## src/rtl/router_pkg.sv

```systemverilog
// ---------------------------------------------------------------------------
// router_pkg
// Shared types for the mesh router: flit layout, flit types, input-port FSM
// states, output-port route encodings and the XY (dimension-ordered) routing
// function used by each input port.
// ---------------------------------------------------------------------------
package router_pkg;

    typedef enum logic [1:0] {
        NONE_FLIT = 2'd0,
        HEAD_FLIT = 2'd1,
        BODY_FLIT = 2'd2,
        TAIL_FLIT = 2'd3
    } FLIT_TYPE_t;

    // 19-bit flit. Body/tail flits reuse the address fields as payload.
    typedef struct packed {
        logic       valid;
        FLIT_TYPE_t flit_type;
        logic [7:0] xaddr;
        logic [7:0] yaddr;
    } FLIT_t;

    typedef enum logic [1:0] {
        IDLE    = 2'd0,
        ROUTING = 2'd1,
        WAITING = 2'd2,
        ACTIVE  = 2'd3
    } GLOBAL_STATE_t;

    typedef enum logic [2:0] {
        ROUTE_NORTH = 3'd0,
        ROUTE_EAST  = 3'd1,
        ROUTE_SOUTH = 3'd2,
        ROUTE_WEST  = 3'd3,
        ROUTE_LOCAL = 3'd4
    } ROUTE_t;

    localparam int FLIT_W = $bits(FLIT_t);

    // X dimension is resolved first; Y only once the column matches.
    function automatic ROUTE_t xy_route(input logic [7:0] xaddr,
                                        input logic [7:0] yaddr,
                                        input logic [7:0] cur_x,
                                        input logic [7:0] cur_y);
        if (xaddr > cur_x)      return ROUTE_EAST;
        else if (xaddr < cur_x) return ROUTE_WEST;
        else if (yaddr > cur_y) return ROUTE_NORTH;
        else if (yaddr < cur_y) return ROUTE_SOUTH;
        else                    return ROUTE_LOCAL;
    endfunction

endpackage

```

## src/rtl/router_flit_fifo.sv

```systemverilog
// ---------------------------------------------------------------------------
// router_flit_fifo
// Synchronous flit FIFO with show-ahead read (o_data is the current front).
// Pointers carry one extra wrap bit so full and empty are distinguishable
// without a separate occupancy counter.
//
// Ports:
//   clk, rst   clock, asynchronous active-high reset (empties the FIFO)
//   i_push     write i_data at the tail (ignored when full)
//   i_data     flit to write
//   i_pop      advance the front (ignored when empty)
//   o_data     front flit, meaningful only when !o_empty
//   o_full     no free slot
//   o_empty    no stored flit
// ---------------------------------------------------------------------------
module router_flit_fifo
    import router_pkg::*;
#(
    parameter int DEPTH = 8
) (
    input  logic  clk,
    input  logic  rst,
    input  logic  i_push,
    input  FLIT_t i_data,
    input  logic  i_pop,
    output FLIT_t o_data,
    output logic  o_full,
    output logic  o_empty
);

    localparam int AW = $clog2(DEPTH);

    FLIT_t       r_mem [DEPTH];
    logic [AW:0] r_wr_ptr;
    logic [AW:0] r_rd_ptr;
    logic        w_push;
    logic        w_pop;

    assign o_empty = (r_wr_ptr == r_rd_ptr);
    assign o_full  = (r_wr_ptr[AW-1:0] == r_rd_ptr[AW-1:0]) &&
                     (r_wr_ptr[AW] != r_rd_ptr[AW]);

    assign w_push = i_push && !o_full;
    assign w_pop  = i_pop && !o_empty;

    always_ff @(posedge clk or posedge rst) begin
        if (rst) begin
            r_wr_ptr <= '0;
            r_rd_ptr <= '0;
        end else begin
            if (w_push) r_wr_ptr <= r_wr_ptr + 1'b1;
            if (w_pop)  r_rd_ptr <= r_rd_ptr + 1'b1;
        end
    end

    // Storage needs no reset: contents are only observed behind the pointers.
    always_ff @(posedge clk) begin
        if (w_push) r_mem[r_wr_ptr[AW-1:0]] <= i_data;
    end

    assign o_data = r_mem[r_rd_ptr[AW-1:0]];

endmodule

```

## src/rtl/router_input_port.sv

```systemverilog
// ---------------------------------------------------------------------------
// router_input_port
// Ingress stage of one mesh-router port. Buffers link flits, computes the XY
// route of each head flit, requests the crossbar and streams the packet out.
// Stray body/tail flits seen while idle and valid NONE flits are discarded
// and counted.
//
// Ports:
//   clk, rst    clock, asynchronous active-high reset
//   in_flit     upstream flit (in_flit.valid qualifies)
//   in_ready    FIFO not full; accepted when in_flit.valid && in_ready
//   sw_req      crossbar request, held until sw_ack
//   sw_route    requested output port, stable while sw_req
//   sw_ack      crossbar grant
//   out_flit    flit to crossbar (all-zero unless ACTIVE with data)
//   out_ready   crossbar takes out_flit this cycle
//   gstate      current FSM state
//   drop_cnt    saturating count of discarded flits
// ---------------------------------------------------------------------------
module router_input_port
    import router_pkg::*;
#(
    parameter logic [7:0] ROUTER_X   = 8'd0,
    parameter logic [7:0] ROUTER_Y   = 8'd0,
    parameter int         FIFO_DEPTH = 8
) (
    input  logic          clk,
    input  logic          rst,
    input  FLIT_t         in_flit,
    output logic          in_ready,
    output logic          sw_req,
    output ROUTE_t        sw_route,
    input  logic          sw_ack,
    output FLIT_t         out_flit,
    input  logic          out_ready,
    output GLOBAL_STATE_t gstate,
    output logic [7:0]    drop_cnt
);

    GLOBAL_STATE_t r_state;
    GLOBAL_STATE_t w_next;
    ROUTE_t        r_route;
    logic [7:0]    r_drop_cnt;
    logic [8:0]    w_drop_sum;

    FLIT_t w_front;
    logic  w_full;
    logic  w_empty;
    logic  w_push;
    logic  w_pop;
    logic  w_in_drop;
    logic  w_fifo_drop;

    assign in_ready  = !w_full;
    assign w_push    = in_flit.valid && in_ready && (in_flit.flit_type != NONE_FLIT);
    assign w_in_drop = in_flit.valid && in_ready && (in_flit.flit_type == NONE_FLIT);

    router_flit_fifo #(.DEPTH(FIFO_DEPTH)) u_fifo (
        .clk     (clk),
        .rst     (rst),
        .i_push  (w_push),
        .i_data  (in_flit),
        .i_pop   (w_pop),
        .o_data  (w_front),
        .o_full  (w_full),
        .o_empty (w_empty)
    );

    always_ff @(posedge clk or posedge rst) begin
        if (rst) r_state <= IDLE;
        else     r_state <= w_next;
    end

    always_comb begin
        w_next      = r_state;
        w_pop       = 1'b0;
        w_fifo_drop = 1'b0;
        sw_req      = 1'b0;
        out_flit    = '0;
        case (r_state)
            IDLE: begin
                if (!w_empty) begin
                    if (w_front.flit_type == HEAD_FLIT) begin
                        w_next = ROUTING;
                    end else begin
                        // orphan body/tail with no head in front of it
                        w_pop       = 1'b1;
                        w_fifo_drop = 1'b1;
                    end
                end
            end
            ROUTING: w_next = WAITING;
            WAITING: begin
                sw_req = 1'b1;
                if (sw_ack) w_next = ACTIVE;
            end
            ACTIVE: begin
                if (!w_empty) begin
                    out_flit       = w_front;
                    out_flit.valid = 1'b1;
                    if (out_ready) begin
                        w_pop = 1'b1;
                        if (w_front.flit_type == TAIL_FLIT) w_next = IDLE;
                    end
                end
            end
            default: w_next = IDLE;
        endcase
    end

    // Head is still at the FIFO front during ROUTING (nothing pops there).
    always_ff @(posedge clk or posedge rst) begin
        if (rst)                    r_route <= ROUTE_NORTH;
        else if (r_state == ROUTING) r_route <= xy_route(w_front.xaddr, w_front.yaddr,
                                                         ROUTER_X, ROUTER_Y);
    end

    // An ingress NONE drop and an orphan pop can coincide, hence +0..+2.
    assign w_drop_sum = {1'b0, r_drop_cnt} + {8'd0, w_in_drop} + {8'd0, w_fifo_drop};

    always_ff @(posedge clk or posedge rst) begin
        if (rst)                 r_drop_cnt <= '0;
        else if (w_drop_sum[8])  r_drop_cnt <= 8'hFF;
        else                     r_drop_cnt <= w_drop_sum[7:0];
    end

    assign sw_route = r_route;
    assign gstate   = r_state;
    assign drop_cnt = r_drop_cnt;

endmodule

```

## config.mk

```make
export PLATFORM = sky130hd
export DESIGN_NAME = router_input_port
export DESIGN_NICKNAME = d
export VERILOG_FILES = /design/src/rtl/router_pkg.sv /design/src/rtl/router_flit_fifo.sv /design/src/rtl/router_input_port.sv
export SDC_FILE = /design/constraint.sdc
export NUM_CORES = 1
export LEC_CHECK = 0
export BUFFER_PORTS_ARGS = -buffer_cell sky130_fd_sc_hd__buf_2
export CAP_MARGIN = 20
export CELL_PAD_IN_SITES_DETAIL_PLACEMENT = 1
export CELL_PAD_IN_SITES_GLOBAL_PLACEMENT = 1
export CORE_ASPECT_RATIO = 1.25
export CORE_MARGIN = 5
export CORE_UTILIZATION = 25
export DETAILED_ROUTE_END_ITERATION = 6
export PLACE_DENSITY_LB_ADDON = 0.2
export SLEW_MARGIN = 20
export SYNTH_ARGS = -nofsm -noshare
export SYNTH_HDL_FRONTEND = slang
export SYNTH_SLANG_ARGS = --single-unit
```

## constraint.sdc

```tcl
create_clock -name clk -period 3.6 [get_ports clk]
set_input_delay 0.36 -clock clk [delete_from_list [all_inputs] [get_ports clk]]
set_output_delay 0.36 -clock clk [all_outputs]
set_load 0.02 [all_outputs]
```

* Yosys cells after proc, flatten, opt, wreduce, memory -nomap -nowiden
Memory sizes are Yosys's and may differ from the RTL's. Cells that the tools add are included.
Cells by class: $add $sub $neg 4, $lt $le $gt $ge 4, eq/ne operators 14, mux-type cells 23, reductions and logical operators 12
Operator list (number):
- 19-bit two-way mux | 2
- 8-bit by 1-bit greater-than comparator with 1-bit output, second input constant | 2
- 8-bit by 1-bit < comparator with 1-bit output, second input constant | 2
- 2-bit two-way mux | 6
- 3-bit two-way mux | 4
- 2-bit != test, second input constant | 6
- 8-bit by 1-bit adder with 9-bit output | 1
- 9-bit by 1-bit adder with 9-bit output | 1
- 4-bit by 1-bit adder with 4-bit output, second input constant | 2
- 1-bit two-way mux | 8
- 8-bit two-way mux | 1
- 2-bit one-hot mux with 4 select lines | 1
- 2-bit == test, second input constant | 3
- 1-bit logical AND | 6
- 6-bit AND reduction | 1
- 2-bit by 1-bit == test with 1-bit output, second input constant | 2
- 4-bit == test | 1
- 2-bit zero test | 2
- 3-bit == test | 1
- 1-bit zero test | 2
- 1-bit one-hot mux with 2 select lines | 1
- 2-bit nonzero test | 1
- 1-bit != test | 1
Storage, ports and cells: bits in registers 21, RAM bits 152, logic and storage cells 63, memories 1
Memories:
- u_fifo.r_mem | words 8, bits a word 19, read ports 1, clocked after memory_dff 0, wr ports 1, line router_flit_fifo.sv:33 | FLIT_t r_mem [DEPTH];

* Depth between registers and ports, before layout
Gate-level depths: netlist (run 1).
depth in word-level cells 8, gate-level depth with buffers 13

* Cells and area by module
A second synthesis (run 1) with hierarchy kept.
Unflattened totals: cell total of the unflattened synthesis 372, area total of the unflattened synthesis 7382.1 sq um
By module, submodules not included:
- router_flit_fifo | times used 1, cells an instance 280, area each 6536.3 sq um
- router_input_port | times used 1, cells an instance 92, area each 845.8 sq um

* Worst setup path after synthesis (run 1)
No wires, ideal clock.
kind reg2reg, start register u_fifo.r_wr_ptr[0], end memory u_fifo.r_mem[0][0] in the netlist's numbering, enable pin, setup time 0.416 ns, arrival time 2.557 ns, data required time 3.184 ns, path slack 0.628 ns, cell stages (with the launch flop) 6, clock period less this slack 2.972 ns, cell sequence dfrtp_1 -> buf_2 -> xnor2_1 -> a41o_1 -> or3_1 -> nor3_1
Between the ends: cells in the longest elaborated chain, start to end 8
RTL lines:
- from (decl) | line router_flit_fifo.sv:34 | logic [AW:0] r_wr_ptr;
- from (signal assigned) | line router_flit_fifo.sv:51 | if (w_push) r_wr_ptr <= r_wr_ptr + 1'b1;
- 3-bit == test | line router_flit_fifo.sv:40 | assign o_full = (r_wr_ptr[AW-1:0] == r_rd_ptr[AW-1:0]) &&
- 1-bit logical AND | line router_flit_fifo.sv:40
- 1-bit zero test | line router_flit_fifo.sv:43, router_input_port.sv:54
- 1-bit logical AND (2 in a row) | line router_input_port.sv:55 | assign w_push = in_flit.valid && in_ready && (in_flit.flit_type != NONE_FLIT);
- 1-bit logical AND | line router_flit_fifo.sv:43 | assign w_push = i_push && !o_full;
- 1-bit two-way mux | line router_flit_fifo.sv:58 | if (w_push) r_mem[r_wr_ptr[AW-1:0]] <= i_data;
- 1-bit two-way mux (not written as such) | line router_flit_fifo.sv:58
- to (decl) | line router_flit_fifo.sv:33
Several ways; a longest one is shown, not always the timed one.

* Worst setup path after layout (run 1)
start register u_fifo.r_rd_ptr[0], end register r_drop_cnt[2] (netlist: drop_cnt[2])
Between the ends: cells in the longest elaborated chain, start to end 8, elaborated cells on any way between the ends 14
RTL lines:
- from (decl) | line router_flit_fifo.sv:35 | logic [AW:0] r_rd_ptr;
- from (signal assigned) | line router_flit_fifo.sv:52 | if (w_pop) r_rd_ptr <= r_rd_ptr + 1'b1;
- 3-bit == test | line router_flit_fifo.sv:40
- 1-bit logical AND | line router_flit_fifo.sv:40
- 1-bit zero test | line router_input_port.sv:54 | assign in_ready = !w_full;
- 1-bit logical AND (2 in a row) | line router_input_port.sv:56 | assign w_in_drop = in_flit.valid && in_ready && (in_flit.flit_type == NONE_FLIT);
- 8-bit by 1-bit adder with 9-bit output | line router_input_port.sv:119 | assign w_drop_sum = {1'b0, r_drop_cnt} + {8'd0, w_in_drop} + {8'd0, w_fifo_drop};
- 9-bit by 1-bit adder with 9-bit output * | line router_input_port.sv:119
- 8-bit two-way mux * | line router_input_port.sv:123 | else if (w_drop_sum[8]) r_drop_cnt <= 8'hFF;
- to (signal assigned) | line router_input_port.sv:124 | else r_drop_cnt <= w_drop_sum[7:0];
- to (decl) | line router_input_port.sv:43 | logic [7:0] r_drop_cnt;
Every way passes the cells marked *; elsewhere a longest branch is shown, timed or not. A chain may end at the register's enable or synchronous reset.

==> metrics.md, run 1 <==
| Metric | Value |
|---|---|
| Total CTS buffers | 17 |
| Comb power frac | 35.8% |
| Sequential share of power | 37.4% |
| Setup Buffers After CTS | 0 |
| Design Area, Final | 8450 um^2 |
| WL/cell | 19.8 um |
| I/O Pins | 57 |
| Max-Slew Margin vs Limit | 34.5% |
| Final Critical Period | 3.29 ns |
| Largest net degree at the start of global routing | 65 |
| H-tree depth | 4 |
| Seq cells post-synth | 164 |
| Top cell type's share of synthesized area | 61.3% |
| Switching Share | 34.7% |
| Internal | 4.60 mW |
| Synthesized instance count | 437 |
| Cts repair resizes | 0 |
| Ranking of synthesized cells by area | edfxtp_1 (61%), mux4_2 (7.7%), mux2i_1 (7.4%), dfrtp_1 (7.1%), nor2_1 (2.1%) |
| DIE AREA | 31700 um^2 |
| Via density | 4.51 |
| Post-synthesis net count | 468 |
| RePlAce Congestion | 0.720 |
| Most frequent cell on the critical path | and3_1 |
| Most frequent cells in the layout | edfxtp_1 (144), buf_2 (55), mux2i_1 (52) |
| Critical path depth | 11 |
| Antenna Nets Post-Route | 0 |
| Final Hold Violating Endpoints | 0 |
| Initial DRC Count | 164 |
| DRC viols | 0 |
| Worst hold path type | input pin to asynchronous set/reset pin |
| GRT overflow | 0 |
| Final Routed Wirelength | 17300 um |
| Max-slew violations | 0 |
| Leak | 3.10 nW |
| Site Rows | 68 |
| Aggregate global-route resource usage | 11.2% |
| Pin slew with the least headroom to its limit | 0.983 ns |
| Pwr Density | 834 nW/um^2 |
| Post-Place Worst Slack | 0.256 ns |
| Net total in the final layout | 542 |
| Critical path, cell by cell | buf_4 > mux4_2 > and2b_1 > a21oi_2 > o21a_1 > and2_1 > fa_1 > and3_1 > and3_1 > nand4_1 > o21ai_0 |
| FF-to-FF path depth | 11 |
| Clock Tree Root | clkbuf_16 |
| Clk pwr share | 26.9% |
| Worst-Skew Late Latency | 0.42 ns |
| Share of layout cells above drive strength 1 | 26.9% |
| Inserted Diodes | 0 |
| Initial antenna violation count | 1 |
| Area growth from synthesis to layout | 19.8% |
| Syn_area_per_cell | 16.1 um^2 |
| Setup_tns | 0 ns |
| Final worst setup slack | 0.307 ns |
| Post-synth EDFFs | 144 |
| Cell variety after synth | 43 |
| CP bufs+invs | 1 |
| Clock Skew | 0.00926 ns |
| Part of the Yosys area used for sequential elements | 68.4% |
| Vias in the first global route | 4535 |
| Main flop type after synthesis | edfxtp_1 |
| CTS tree | built |
| Die W | 160 um |
| RSZ-0062 raised after global routing | false |
| Pre-antenna DRT Iters | 4 |
| Setup CP Type | flop to flop |
| Fmax achieved | 0.304 GHz |
| Via count | 3941 |
| Max-cap violations | 0 |
| Synth Cell Area | 7050 um^2 |
| Critical path's top delay family | simple AND/OR/NAND/NOR gates |
| Hold_buf cts | 0 |
| CP Capture Type | flop |
| Startpoint Class | flop |
| Largest vdd supply drop | 0.356 mV |
| CTS sink cnt | 164 |
| Worst Path Required | 3.93 ns |
| Critical path's slowest cell | mux4_2 |
| Crit path largest cell delay | 0.52 ns |
| Max FO, Critical Path | 9 |
| # setup viols final | 0 |
| Status | finished, final reports clean |
| Commonest non-fill, non-tap cell in the layout | edfxtp_1 |
| Core Area | 27700 um^2 |
| Placed Area | 7840 um^2 |
| # fillers | 2932 |
| CTS Buffer Depth | 2 |
| Number of port buffers | 55 |
| Initial Util | 25.4% |
| Async set-reset flop share out of synthesis | 12.2% |
| Die height | 198 um |
| CTS clk-pin slew, worst paths | 0.06 ns |
| Synth warn | 0 |
| Hpwl dp | 12000 um |
| Synth area leader | edfxtp_1 |
| Reg-to-reg slack, setup | 0.31 ns |
| Final period util | 91.5% |
| First-pass GRT wire length | 27000 um |
| Psw | 2.45 mW |
| Worst EP arrival | 3.63 ns |
[kinds of logic (layout without fill, tap and decap cells)]
group / count (synthesis) / count (layout) / synth area share (%)
fa+ha+maj: 8 / 8 / 1.53
buf+inv: 27 / 114 / 2.20
mux: 79 / 79 / 15.5
flops: 164 / 164 / 68.4
compound gates: 42 / 42 / 3.96
xor+xnor: 13 / 13 / 1.61
other cells: 1 / 1 / 0.0532
simple gates: 103 / 103 / 6.72
[per-layer routing]
layer	track usage, %	wire length [um]
met1	13.0	7330
met2	20.7	9330
met3	2.79	447
met4	3.06	211
met5	0	12
[worst register-to-register path: stages, from the launching register on]
cell,delay (ns)
dfrtp_4,0.51
buf_4,0.26
mux4_2,0.52
and2b_1,0.18
a21oi_2,0.19
o21a_1,0.22
and2_1,0.17
fa_1,0.24
and3_1,0.25
and3_1,0.27
nand4_1,0.25
o21ai_0,0.16
[final timing paths]
check | from | endpoint
hold / removal | rst | sw_route[0]$_DFFE_PP0N_
hold reg to reg | u_fifo.r_wr_ptr[3]$_DFFE_PP0P_ | u_fifo.r_wr_ptr[3]$_DFFE_PP0P_
max in group asynchronous | rst | u_fifo.r_rd_ptr[0]$_DFFE_PP0P_
setup / recovery | u_fifo.r_rd_ptr[0]$_DFFE_PP0P_ | drop_cnt[2]$_DFF_PP0_
setup reg to reg | u_fifo.r_rd_ptr[0]$_DFFE_PP0P_ | drop_cnt[2]$_DFF_PP0_
min in group clk | in_flit[0] | u_fifo.r_mem[2][0]$_DFFE_PP_
[per-stage QoR]
stage               total power [mW]  cells  hold WS (ns)  util, %
floorplan                       4.46    437         0.324        -
global placement                5.22    842         0.473     28.3
finish                          7.05    874         0.121     30.5
CTS                             7.19    874         0.145     30.5
detailed placement              5.26    842         0.481     28.3
global route                    7.47    874         0.192     30.5
[power by group through the flow]
stage / Clock [mW] / Combinational, mW / Sequential [mW]
finish: 1.89 / 2.52 / 2.63
global route: 2.02 / 2.77 / 2.68
CTS: 1.95 / 2.60 / 2.65
detailed placement: 0 / 2.58 / 2.68
global placement: 0 / 2.56 / 2.66
floorplan: 0 / 1.85 / 2.60
[cells in the mapped netlist (all sizes together), types with 7 or more instances]
| library cell | instances |
|---|---|
| edfxtp | 144 |
| mux2i | 52 |
| nor2 | 39 |
| nand2 | 25 |
| mux4 | 24 |
| dfrtp | 20 |
| buf | 16 |
| a21oi | 14 |
| nor3 | 11 |
| nand2b | 9 |
| o22ai | 9 |
| xnor2 | 8 |
| ha | 7 |
| inv | 7 |
[final cells by class]
type	count	area [um^2]	area share, %
clock buffer	17	425	5.03
clock inverter	15	186	2.21
inverter	7	26.3	0.311
multi-input combinational	246	2100	24.8
sequential	164	4830	57.1
tap	350	438	5.18
timing repair buffer	75	450	5.33
[flip-flops by register name, summed over array words and instances, names as in the netlist]
name and cells:
sw_route 2, u_fifo.r_mem 144, u_fifo.r_rd_ptr 4, drop_cnt 8, gstate 2, u_fifo.r_wr_ptr 4
No activity file was read; power rests on OpenSTA's default activity.
==> run 2, diff against run 1 <==
Settings changed: PLACE_DENSITY_LB_ADDON 0.2 to 0.05.
==> run 2 against run 1 <==
  * Clock power fell by 3%
  * Via count is 0.25% higher
  * Worst setup slack improved by 0.16 ns
  * First-iteration DRC count decreased by 27%
  * Clock-buffer cell count is the same
  * Utilization about the same
  * Critical endpoint unchanged
  * Largest power group is now combinational logic
==> metrics.md, run 2 (same netlist as run 1, synthesis figures left out) <==
| Metric | Value |
|---|---|
| Crit path largest cell delay | 0.50 ns (-0.02 ns) |
| Hold_buf cts | 0 (unchanged) |
| Non-filler cells, final | 874 (unchanged) |
| Most frequent cell on the critical path | and3_1 |
| Initial antenna violation count | 1 (unchanged) |
| Max FFs per register | 144 (unchanged) |
| Pwr Density | 833 nW/um^2 (-0.12%) |
| Via density | 4.52 (+0.25%) |
| # fillers | 2915 (-0.58%) |
| Net total in the final layout | 542 (unchanged) |
| WL/cell | 20.9 um (+5.6%) |
| CTS clk-pin slew, worst paths | 0.07 ns (about the same) |
| Sequential share of power | 36.6% (-0.8 points) |
| Total power | 7.05 mW (about the same) |
| Site Rows | 68 (unchanged) |
| Max-cap violations | 0 (unchanged) |
| Hpwl dp | 12200 um (+1.8%) |
| Worst-Skew Late Latency | 0.43 ns (about the same) |
| GRT overflow | 0 (unchanged) |
| # setup viols final | 0 (unchanged) |
| Clock Tree Root | clkbuf_16 |
| Dpl cells | 842 (unchanged) |
| Worst hold path type | input pin to asynchronous set/reset pin |
| Critical path's slowest cell | mux4_2 |
| Commonest non-fill, non-tap cell in the layout | edfxtp_1 |
| H-tree depth | 4 (unchanged) |
| Initial DRC Count | 119 (-27%) |
| Max FO, Critical Path | 6 (-3) |
| Final period util | 86.9% (-4.6 points) |
| Final Hold Violating Endpoints | 0 (unchanged) |
| DIE AREA | 31700 um^2 (unchanged) |
| Max-Slew Margin vs Limit | 41.0% (+6.6 points) |
| Die height | 198 um (unchanged) |
| Cts repair resizes | 0 (unchanged) |
| Leak | 3.10 nW (about the same) |
| Switching Share | 36.1% (+1.4 points) |
| DRC viols | 0 (unchanged) |
| CP Capture Type | flop |
| CTS sink cnt | 164 (unchanged) |
| Pre-antenna DRT Iters | 4 (unchanged) |
| Area growth from synthesis to layout | 19.9% (about the same) |
| Largest vdd supply drop | 0.369 mV (+3.8%) |
| Setup_tns | 0 ns (unchanged) |
| Status | finished, final reports clean |
| Most frequent cells in the layout | edfxtp_1 (144), buf_2 (55), mux2i_1 (52) |
| Internal | 4.50 mW (-2.2%) |
| I/O Pins | 57 (unchanged) |
| First-pass GRT wire length | 28000 um (+3.9%) |
| Worst EP arrival | 3.43 ns (-0.20 ns) |
| Antenna Nets Post-Route | 0 (unchanged) |
| Comb power frac | 37.3% (+1.5 points) |
| Total CTS buffers | 17 (unchanged) |
| CTS Buffer Depth | 2 (unchanged) |
| Vias in the first global route | 4534 (-0.022%) |
| Final Critical Period | 3.13 ns (-0.164 ns) |
| Setup Buffers After CTS | 0 (unchanged) |
| RSZ-0062 raised after global routing | false |
| RePlAce Congestion | 0.718 (-0.25%) |
| Aggregate global-route resource usage | 12.0% (+0.77 points) |
| CTS tree | built |
| Worst Path Required | 3.90 ns (-0.03 ns) |
| Clk pwr share | 26.1% (-0.8 points) |
| Core Area | 27700 um^2 (unchanged) |
| Die W | 160 um (unchanged) |
| Critical path's top delay family | simple AND/OR/NAND/NOR gates |
| Psw | 2.54 mW (+4.0%) |
| Share of layout cells above drive strength 1 | 27.7% (+0.76 points) |
| Fmax achieved | 0.320 GHz (+5.2%) |
| Final Routed Wirelength | 18300 um (+5.6%) |
| Number of port buffers | 55 (unchanged) |
| Setup CP Type | flop to flop |
| Critical path, cell by cell | mux4_2 > nor2b_1 > a21o_1 > o21a_1 > and2_1 > fa_1 > and3_1 > and3_1 > nand4_1 > o21ai_0 |
| Pin slew with the least headroom to its limit | 0.884 ns (-0.0993 ns) |
| Clock Skew | 0.0137 ns (+0.00446 ns) |
| Startpoint Class | flop |
| CP bufs+invs | 0 (-1) |
| Largest net degree at the start of global routing | 77 (+18%) |
| Max-slew violations | 0 (unchanged) |
| Inserted Diodes | 0 (unchanged) |
| Initial Util | 25.4% (unchanged) |
| Via count | 3951 (+0.25%) |
[run 2: changes by cell type in the layout (fill, tap and decap cells not counted), sizes merged]
cell and change:
inv +6, clkinv -3, bufinv -2, clkinvlp -1
[run 2: per-stage QoR]
stage          hold WS (ns)  util, %  instance area (um^2)  setup WS [ns]
3_3_place_gp          0.477     28.4                  7870          0.494
4_1_cts               0.137     30.5                  8460          0.359
3_5_place_dp          0.482     28.4                  7870          0.433
2_1_floorplan         0.324        -                  7050          0.628
5_1_grt               0.182     30.5                  8460          0.181
6_report              0.107     30.5                  8460          0.471
[run 2: layout make-up]
cell class	instances	area [um^2]	share of cell area, %
Multi-Input combinational cell	246	2100	24.8
Clock buffer	17	425	5.03
Sequential cell	164	4830	57.1
Inverter	7	26.3	0.311
Tap cell	350	438	5.18
Clock inverter	15	166	1.97
Timing Repair Buffer	75	475	5.62
[run 2: final timing paths]
path,to,start,slack (ns),cells past startpoint
min in group clk,u_fifo.r_mem[4][6]$_DFFE_PP_,in_flit[6],0.19,1
hold reg to reg,u_fifo.r_rd_ptr[3]$_DFFE_PP0P_,u_fifo.r_rd_ptr[3]$_DFFE_PP0P_,0.49,1
setup / recovery,drop_cnt[2]$_DFF_PP0_,u_fifo.r_rd_ptr[0]$_DFFE_PP0P_,0.47,10
max in group asynchronous,u_fifo.r_rd_ptr[0]$_DFFE_PP0P_,rst,2.85,2
setup reg to reg,drop_cnt[2]$_DFF_PP0_,u_fifo.r_rd_ptr[0]$_DFFE_PP0P_,0.47,10
hold / removal,drop_cnt[2]$_DFF_PP0_,rst,0.11,2
[run 2: worst register-to-register path: stages (launching register included)]
cell and delay, ns:
dfrtp_4 0.49, mux4_2 0.50, nor2b_1 0.16, a21o_1 0.18, o21a_1 0.21, and2_1 0.17
fa_1 0.45, and3_1 0.24, and3_1 0.26, nand4_1 0.21, o21ai_0 0.14
[run 2: per-layer routing]
| layer | up-vias | part of all wire (%) | track usage [%] |
|---|---|---|---|
| met5 | - | 0.071 | 0 |
| met4 | 2 | 1.1 | 3.47 |
| met3 | 13 | 2.7 | 2.77 |
| met2 | 53 | 53 | 21.6 |
| met1 | 2050 | 43 | 14.4 |
| li1 | 1833 | - | - |
[run 2: power groups by stage]
stage               clock network (mW)  registers, mW  logic (mW)
floorplan                            0           2.60        1.85
global placement                     0           2.62        2.72
detailed placement                   0           2.62        2.72
CTS                               1.91           2.59        2.73
global route                      1.99           2.62        2.90
finish                            1.84           2.58        2.63
